<file path="config.mk">
export PLATFORM = sky130hd
export DESIGN_NAME = mdu_iter
export DESIGN_NICKNAME = d
export VERILOG_FILES = /design/src/rtl/mdu_pkg.sv /design/src/rtl/mdu_sign_fix.sv /design/src/rtl/mdu_iter.sv
export SDC_FILE = /design/constraint.sdc
export NUM_CORES = 1
export LEC_CHECK = 0
export ABC_AREA = 1
export CAP_MARGIN = 30
export CORE_MARGIN = 10
export CORE_UTILIZATION = 43
export CTS_CLUSTER_DIAMETER = 30
export DETAILED_ROUTE_END_ITERATION = 8
export PLACE_DENSITY_LB_ADDON = 0.2
export SYNTH_ARGS = -nofsm -noshare
export SYNTH_HDL_FRONTEND = slang
export SYNTH_SLANG_ARGS = --single-unit
</file>
<file path="constraint.sdc">
create_clock -name clk -period 12.5 [get_ports clk]
set_input_delay 2.5 -clock clk [delete_from_list [all_inputs] [get_ports clk]]
set_output_delay 2.5 -clock clk [all_outputs]
set_load 0.05 [all_outputs]
</file>
<file path="src/rtl/mdu_pkg.sv">
// Shared op codes, FSM state encoding and sizing helper for the iterative multiply/divide unit.
package mdu_pkg;

    localparam logic [3:0] OP_MUL = 4'd3;
    localparam logic [3:0] OP_DIV = 4'd4;

    typedef enum logic [1:0] {
        IDLE = 2'd0,
        CALC = 2'd1,
        FIX  = 2'd2
    } state_t;

    function automatic int clog2(input int value);
        int res;
        int v;
        res = 0;
        v   = value - 1;
        while (v > 0) begin
            res = res + 1;
            v   = v >> 1;
        end
        return res;
    endfunction

endpackage

</file>
<file path="src/rtl/mdu_sign_fix.sv">
// Conditional two's-complement negation; combinational, zero latency, no flow control.
// Used both to take operand magnitudes and to restore result signs.
module mdu_sign_fix #(
    parameter int WIDTH = 32
) (
    input  logic [WIDTH-1:0] value,
    input  logic             neg,
    output logic [WIDTH-1:0] fixed
);

    assign fixed = neg ? (~value + 1'b1) : value;

endmodule

</file>
<file path="src/rtl/mdu_iter.sv">
// Iterative multiply/divide: one bit per cycle, Done WIDTH+1 edges after an accepted Start.
// Start is ignored while Busy; no queuing. MDU_EARLY_OUT_EN lets trivial ops skip CALC.
module mdu_iter
    import mdu_pkg::*;
#(
    parameter int WIDTH = 32
) (
    input  logic             clk,
    input  logic             rst,
    input  logic             Start,
    input  logic [3:0]       S,
    input  logic             Signed,
    input  logic [WIDTH-1:0] X,
    input  logic [WIDTH-1:0] Y,
    output logic             Busy,
    output logic             Done,
    output logic [WIDTH-1:0] Result,
    output logic [WIDTH-1:0] Result2,
    output logic             DivZero
);

    localparam int CW = clog2(WIDTH);

    state_t             state;
    state_t             state_nxt;
    logic [CW-1:0]      cnt;
    logic [2*WIDTH-1:0] acc;
    logic [WIDTH-1:0]   b_reg;
    logic               op_div;
    logic               x_neg_q;
    logic               y_neg_q;
    logic               dz_q;

    logic               accept;
    logic               step;
    logic               finish;
    logic               is_op;
    logic               last;
    logic               go_fix;
    logic               x_neg;
    logic               y_neg;
    logic [WIDTH-1:0]   abs_x;
    logic [WIDTH-1:0]   abs_y;
    logic [2*WIDTH-1:0] acc_init;

    logic [WIDTH:0]     mul_sum;
    logic [WIDTH:0]     trial;
    logic               ge;
    logic [WIDTH-1:0]   diff;
    logic [2*WIDTH-1:0] mul_next;
    logic [2*WIDTH-1:0] div_next;
    logic [2*WIDTH-1:0] prod_fixed;
    logic [WIDTH-1:0]   quo_fixed;
    logic [WIDTH-1:0]   rem_fixed;

    assign is_op = (S == OP_MUL) || (S == OP_DIV);
    assign last  = (cnt == CW'(WIDTH - 1));
    assign x_neg = Signed & X[WIDTH-1];
    assign y_neg = Signed & Y[WIDTH-1];

    mdu_sign_fix #(.WIDTH(WIDTH)) u_abs_x (.value(X), .neg(x_neg), .fixed(abs_x));
    mdu_sign_fix #(.WIDTH(WIDTH)) u_abs_y (.value(Y), .neg(y_neg), .fixed(abs_y));

`ifdef MDU_EARLY_OUT_EN
    // Trivial ops preload the final magnitudes so FIX only has to apply signs.
    logic mul_triv;
    logic div_triv;
    assign mul_triv = (S == OP_MUL) && ((X == '0) || (Y == '0));
    assign div_triv = (S == OP_DIV) && ((Y == '0) || (abs_x < abs_y));
    assign go_fix   = mul_triv || div_triv;
    assign acc_init = mul_triv ? '0 :
                      div_triv ? {abs_x, {WIDTH{1'b0}}} : {{WIDTH{1'b0}}, abs_x};
`else
    assign go_fix   = 1'b0;
    assign acc_init = {{WIDTH{1'b0}}, abs_x};
`endif

    // Multiply: acc = {partial, remaining multiplier bits of |X|}, addend |Y|.
    assign mul_sum  = {1'b0, acc[2*WIDTH-1:WIDTH]} + {1'b0, b_reg};
    assign mul_next = acc[0] ? {mul_sum, acc[WIDTH-1:1]} : {1'b0, acc[2*WIDTH-1:1]};

    // Divide: acc = {remainder, dividend bits shifting into quotient bits}.
    assign trial    = acc[2*WIDTH-1:WIDTH-1];
    assign ge       = trial >= {1'b0, b_reg};
    assign diff     = trial[WIDTH-1:0] - b_reg;
    assign div_next = {(ge ? diff : trial[WIDTH-1:0]), acc[WIDTH-2:0], ge};

    mdu_sign_fix #(.WIDTH(2*WIDTH)) u_fix_prod (.value(acc), .neg(x_neg_q ^ y_neg_q), .fixed(prod_fixed));
    mdu_sign_fix #(.WIDTH(WIDTH)) u_fix_quo (.value(acc[WIDTH-1:0]), .neg(x_neg_q ^ y_neg_q), .fixed(quo_fixed));
    mdu_sign_fix #(.WIDTH(WIDTH)) u_fix_rem (.value(acc[2*WIDTH-1:WIDTH]), .neg(x_neg_q), .fixed(rem_fixed));

    always_ff @(posedge clk or posedge rst) begin
        if (rst) begin
            state <= IDLE;
        end else begin
            state <= state_nxt;
        end
    end

    always_comb begin
        state_nxt = state;
        case (state)
            IDLE:    if (Start && is_op) state_nxt = go_fix ? FIX : CALC;
            CALC:    if (last) state_nxt = FIX;
            FIX:     state_nxt = IDLE;
            default: state_nxt = IDLE;
        endcase
    end

    always_comb begin
        accept = 1'b0;
        step   = 1'b0;
        finish = 1'b0;
        Busy   = (state != IDLE);
        case (state)
            IDLE:    accept = Start && is_op;
            CALC:    step   = 1'b1;
            FIX:     finish = 1'b1;
            default: ;
        endcase
    end

    always_ff @(posedge clk or posedge rst) begin
        if (rst) begin
            cnt     <= '0;
            acc     <= '0;
            b_reg   <= '0;
            op_div  <= 1'b0;
            x_neg_q <= 1'b0;
            y_neg_q <= 1'b0;
            dz_q    <= 1'b0;
            Done    <= 1'b0;
            Result  <= '0;
            Result2 <= '0;
            DivZero <= 1'b0;
        end else begin
            Done <= finish;
            if (accept) begin
                cnt     <= '0;
                acc     <= acc_init;
                b_reg   <= abs_y;
                op_div  <= (S == OP_DIV);
                x_neg_q <= x_neg;
                y_neg_q <= y_neg;
                dz_q    <= (S == OP_DIV) && (Y == '0);
            end
            if (step) begin
                cnt <= cnt + 1'b1;
                acc <= op_div ? div_next : mul_next;
            end
            if (finish) begin
                if (op_div) begin
                    Result  <= dz_q ? {WIDTH{1'b1}} : quo_fixed;
                    Result2 <= rem_fixed;
                    DivZero <= dz_q;
                end else begin
                    Result  <= prod_fixed[WIDTH-1:0];
                    Result2 <= prod_fixed[2*WIDTH-1:WIDTH];
                    DivZero <= 1'b0;
                end
            end
        end
    end

endmodule

</file>
# Word-level counts from Yosys, hierarchy flattened
# Index checks and enable logic that the tools add are counted.
[word_totals] regBits=173 latch_bits=0 ram_bits=0 rom_bits=0 inputBits=72 output_inout_bits=67 wordCells=66 mem_count=0
[classes] n_addsub=8 multipliers=0 n_div=0 order_cmp=1 eq_ne=7 shift=0 n_mux=22 bitwise_logic=8 reduce_logical=8
[ops] operator="2-to-1 mux 64 bit" n=5
[ops] operator="2-to-1 mux 32 bit" n=8
[ops] operator="adder 32 x 1 -> 32 bit, second input constant" n=4
[ops] operator="inverter 32 bit" n=4
[ops] operator="adder 64 x 1 -> 64 bit, second input constant" n=1
[ops] operator="inverter 64 bit" n=1
[ops] operator="adder 32 x 32 -> 33 bit" n=1
[ops] operator=">= comparator 33 x 32 -> 1 bit" n=1
[ops] operator="logical NOT 32 bit" n=1
[ops] operator="subtractor 32 bit" n=1
[ops] operator="2-to-1 mux 5 bit" n=2
[ops] operator="adder 5 x 1 -> 5 bit, second input constant" n=1
[ops] operator="== test 5 bit, second input constant" n=1
[ops] operator="== test 4 x 2 -> 1 bit, second input constant" n=1
[ops] operator="== test 4 x 3 -> 1 bit, second input constant" n=1
[ops] operator="2-to-1 mux 1 bit" n=4
[ops] operator="2-to-1 mux 2 bit" n=2
[ops] operator="inequality test 2 bit, second input constant" n=2
[ops] operator="case mux 2 bit (2 select lines)" n=1
[ops] operator="nonzero test 2 bit" n=2
[ops] operator="AND 1 bit" n=2
[ops] operator="== test 2 x 1 -> 1 bit, second input constant" n=1
[ops] operator="== test 2 bit, second input constant" n=1
[ops] operator="logical AND 1 bit" n=2
[ops] operator="other kinds (4)" n=4

# Logic depth before layout (Yosys ltp)
[depth] ltp_word=6 ltp_mapped=19 mapped_depth_nobuf=19

# Cells and area by module
# Synthesis repeated with hierarchy kept, for this count alone.
[hier_totals] cells_unflattened=3539 hier_area_um2=20559.7
[modules_own_cells] module="mdu_iter" instances=1 cells_per_inst=2133 area_each_um2=13659.4 seq_area_each_um2=4329.2
[modules_own_cells] module="mdu_sign_fix (u_abs_x ...)" instances=4 cells_per_inst=227 area_each_um2=1108.6 seq_area_each_um2=0.0
[modules_own_cells] module="mdu_sign_fix (u_fix_prod)" instances=1 cells_per_inst=498 area_each_um2=2466.1 seq_area_each_um2=0.0

# Worst setup path after synthesis
# OpenSTA, ideal clock, no wires.
[synth_path] path_kind="input to register" from="input Y[1]" to="register b_reg[18]" setup_time_ns=0.131 arrival_ns=3.668 required_time_ns=12.369 setup_slack_ns=8.700 cell_stages=10 n_path_buf=0 path_cell_list="inv_1 -> ha_1 -> nand3_1 -> nor2_1 -> nand4_1 -> nor3_1 -> nand2_1 -> a21o_1 -> nand3_1 -> o21ai_0"
[synth_between] elab_chain_len=3
[synth_lines] item="start, declared" line="mdu_iter.sv:14" text="input logic [WIDTH-1:0] Y,"
[synth_lines] item="inverter 32 bit" line="mdu_sign_fix.sv:11" text="assign fixed = neg ? (~value + 1'b1) : value;"
[synth_lines] item="adder 32 x 1 -> 32 bit" line="mdu_sign_fix.sv:11"
[synth_lines] item="2-to-1 mux 32 bit" line="mdu_sign_fix.sv:11"
[synth_lines] item="end signal, assigned" line="mdu_iter.sv:141" text="b_reg <= abs_y;"
[synth_lines] item="end, declared" line="mdu_iter.sv:28" text="logic [WIDTH-1:0] b_reg;"
# No other way between the ends.
# A chain may end at the register's enable or synchronous reset.

# Final worst setup path
[layout_path] from="input Signed" to="register acc[16]"
[layout_between] elab_chain_len=4
[layout_lines] item="start, declared" line="mdu_iter.sv:12" text="input logic Signed,"
[layout_lines] item="AND 1 bit" line="mdu_iter.sv:58" text="assign x_neg = Signed & X[WIDTH-1];"
[layout_lines] item="2-to-1 mux 32 bit" line="mdu_sign_fix.sv:11"
[layout_lines] item="2-to-1 mux 64 bit" line="mdu_iter.sv:138" text="if (accept) begin"
[layout_lines] item="2-to-1 mux 64 bit" line="mdu_iter.sv:147" text="if (step) begin"
[layout_lines] item="end signal, assigned" line="mdu_iter.sv:140" text="acc <= acc_init;"
[layout_lines] item="end signal, assigned" line="mdu_iter.sv:149" text="acc <= op_div ? div_next : mul_next;"
[layout_lines] item="end, declared" line="mdu_iter.sv:27" text="logic [2*WIDTH-1:0] acc;"
# No other way between the ends. The select of a mux whose other input is x is not followed.

==> flow_summary.toml <==
[layout]
syn2layout_area_growth_pct = 14.7
fillers = 4242
largest-register = "acc"
layout-drive-gt1-share_pct = 3.77
diodes = 0
largest_register_ffs = 64
finalNetCount = 3158

[yosys]
yosysSeqAreaShare_pct = 25.3
synth_cell_type_count = 50
yosysTopAreaCellShare_pct = 25.3
synth_top_area_cell = "dfrtp_1"
synth_edf_count = 0
yosysWarnings = 0
synth_common_cells = "nand2_1 (938), inv_1 (418), nor2_1 (327)"
async_flop_share_pct = 100
synthesis.nets = 3068
ys_top_cells_by_area = "dfrtp_1 (25%), nand2_1 (21%), inv_1 (9.2%)"
synth_flop_cell = "dfrtp_1"
synth_most_common_cell = "nand2_1"
syn_inst = 2924
avgSynthCellArea_um2 = 5.86
ys_seq_elements = 173
synthesis.area_um2 = 17100

[clock_tree]
worst_skew_pair.late_latency_ns = 0.48
post_cts_buffers = 0
hold_buffers = 0
clkTransAtPathRegs_ns = 0.07
cts_buffers = 17
htreeDepth = 4
cts_resized = 0
root_buffer = "clkbuf_16"
cts_tree = "yes"
cts_sinks = 173
max-clock-path-buffers = 2

[routing]
post_drt_wl_per_cell_um = 19.4
via_per_inst = 5.40
firstDrtPassIters = 6
drt_iter0_markers = 1899
drcViolationCount = 0
routed_wl_um = 69000
dr_total_vias = 19200
drtAntennaViolNets = 0

[setup_path]
required_ns = 12.83
crit_path_end_kind = "register"
arrival_ns = 4.92
cp-start-kind = "input port"
crit_type = "input port to register"
critPathMaxFanout = 23

[floorplanning]
ios = 139
coreArea_um2 = 39500
dieArea_um2 = 48200
die_h_um = 220
die_w_um = 220
initial_core_util_pct = 43.3
rows = 73

[job]
cap_violations = 0

[timing]
fmax_mhz = 218
min_period_ns = 4.59
finalMaxSlewViolations = 0
rsz0062_at_grt = "false"
worst_pin_slew_ns = 1.06
slew_headroom_pct = 29.3
hold_viol_final = 0
whs_ns = 0.480
setup_violations = 0
fin_worst_skew_ns = 0.0171
tns_ns = 0
layout_setup_ws_ns = 7.91
final.period_utilization_pct = 36.7

[status]
status = "completed"

[placement]
post-place-ws_ns = 7.39
gp_congestion = 0.987
hpwl_um = 56500
io_buffer_count = 138

[global_route]
grt_pass1_vias = 17900
antenna_found_initial = 0
gr-total-overflow = 0
grt_max_degree = 62
grt_pass1_wl_um = 105000
gr-usage-all-layers_pct = 28.3

[power]
power_mw = 6.01
power_leakage_nw = 9.93
p_per_area_nw_per_um2 = 306
ir_drop_mv = 0.134

[min_path]
worstHoldPathType = "register to register"
where the power goes:
part	internal (mW)	leakage, nW	switching [mW]
logic	1.35	7.60	2.87
clock network	0.289	0.294	0.282
registers	0.813	2.04	0.400
total	2.45	9.93	3.55
layer usage:
layer	track usage, %	up-vias	part of all wire [%]
met4	10.3	0	3.2
met1	40.0	8804	46
met2	41.9	775	42
li1	-	9526	-
met3	5.54	89	8.8
met5	0	-	0
cell families (layout without fill, tap and decap cells):
logic type	Yosys count	count (layout)	synth area share (%)
flops	173	173	25.3
buf+inv	523	626	11.6
simple gates	1662	1662	40.8
compound gates	418	418	13.1
fa+ha+maj	72	72	5.35
xor+xnor	76	76	3.89
layout make-up:
type / instances / area [um^2] / area share, %
multi-input cells: 2228 / 10800 / 55.1
flip-flops and latches: 173 / 4330 / 22.0
inverters: 437 / 1650 / 8.38
repair buffers: 157 / 1560 / 7.96
well taps: 525 / 657 / 3.34
clock buffers: 17 / 425 / 2.17
clock inverters: 15 / 190 / 0.968
critical path, stage by stage:
cell	delay [ns]
clkdlybuf4s50_1	0.58
nand2_1	0.37
inv_1	0.66
buf_4	0.33
o21ai_0	0.21
a21oi_1	0.19
a21oi_1	0.08
through the flow:
stage / std cells / instance area (um^2) / utilization [%]
6_report: 3552 / 19600 / 49.7
3_3_place_gp: 3518 / 19000 / 48.0
4_1_cts: 3552 / 19600 / 49.7
3_5_place_dp: 3520 / 19000 / 48.1
2_1_floorplan: 2924 / 17100 / -
5_1_grt: 3552 / 19600 / 49.7
worst paths after layout:
check                                         from                       to  slack, ns  depth (start not counted)
setup / recovery                            Signed      acc[16]$_DFFE_PP0P_       7.91                          7
hold reg to reg            Result2[28]$_DFFE_PP0P_  Result2[28]$_DFFE_PP0P_       0.48                          2
min in group asynchronous                      rst   Result[11]$_DFFE_PP0P_       2.42                          2
hold / removal             Result2[28]$_DFFE_PP0P_  Result2[28]$_DFFE_PP0P_       0.48                          2
setup reg to reg               x_neg_q$_DFFE_PP0P_   Result2[2]$_DFFE_PP0P_       9.17                         13
max in group asynchronous                      rst       op_div$_DFFE_PP0P_       8.01                          4
layout by cell type (no fill, tap or decap), types with 7 or more instances in the layout:
cell type and n:
nand2_1 938, inv_1 417, nor2_1 325, nand3_1 256
a21oi_1 180, dfrtp_1 172, o21ai_0 149, clkdlybuf4s50_1 138
ha_1 70, xor2_1 61, nand4_1 47, nand3b_1 25
a31oi_1 22, nor3_1 20, inv_2 18, o21ai_1 17
clkbuf_16 17, buf_4 17, o22ai_1 15, xnor2_1 15
nor2_2 11, nand2_2 9, o211ai_1 7, or2_2 7
Note: power is estimated with default switching activity, not from simulation.
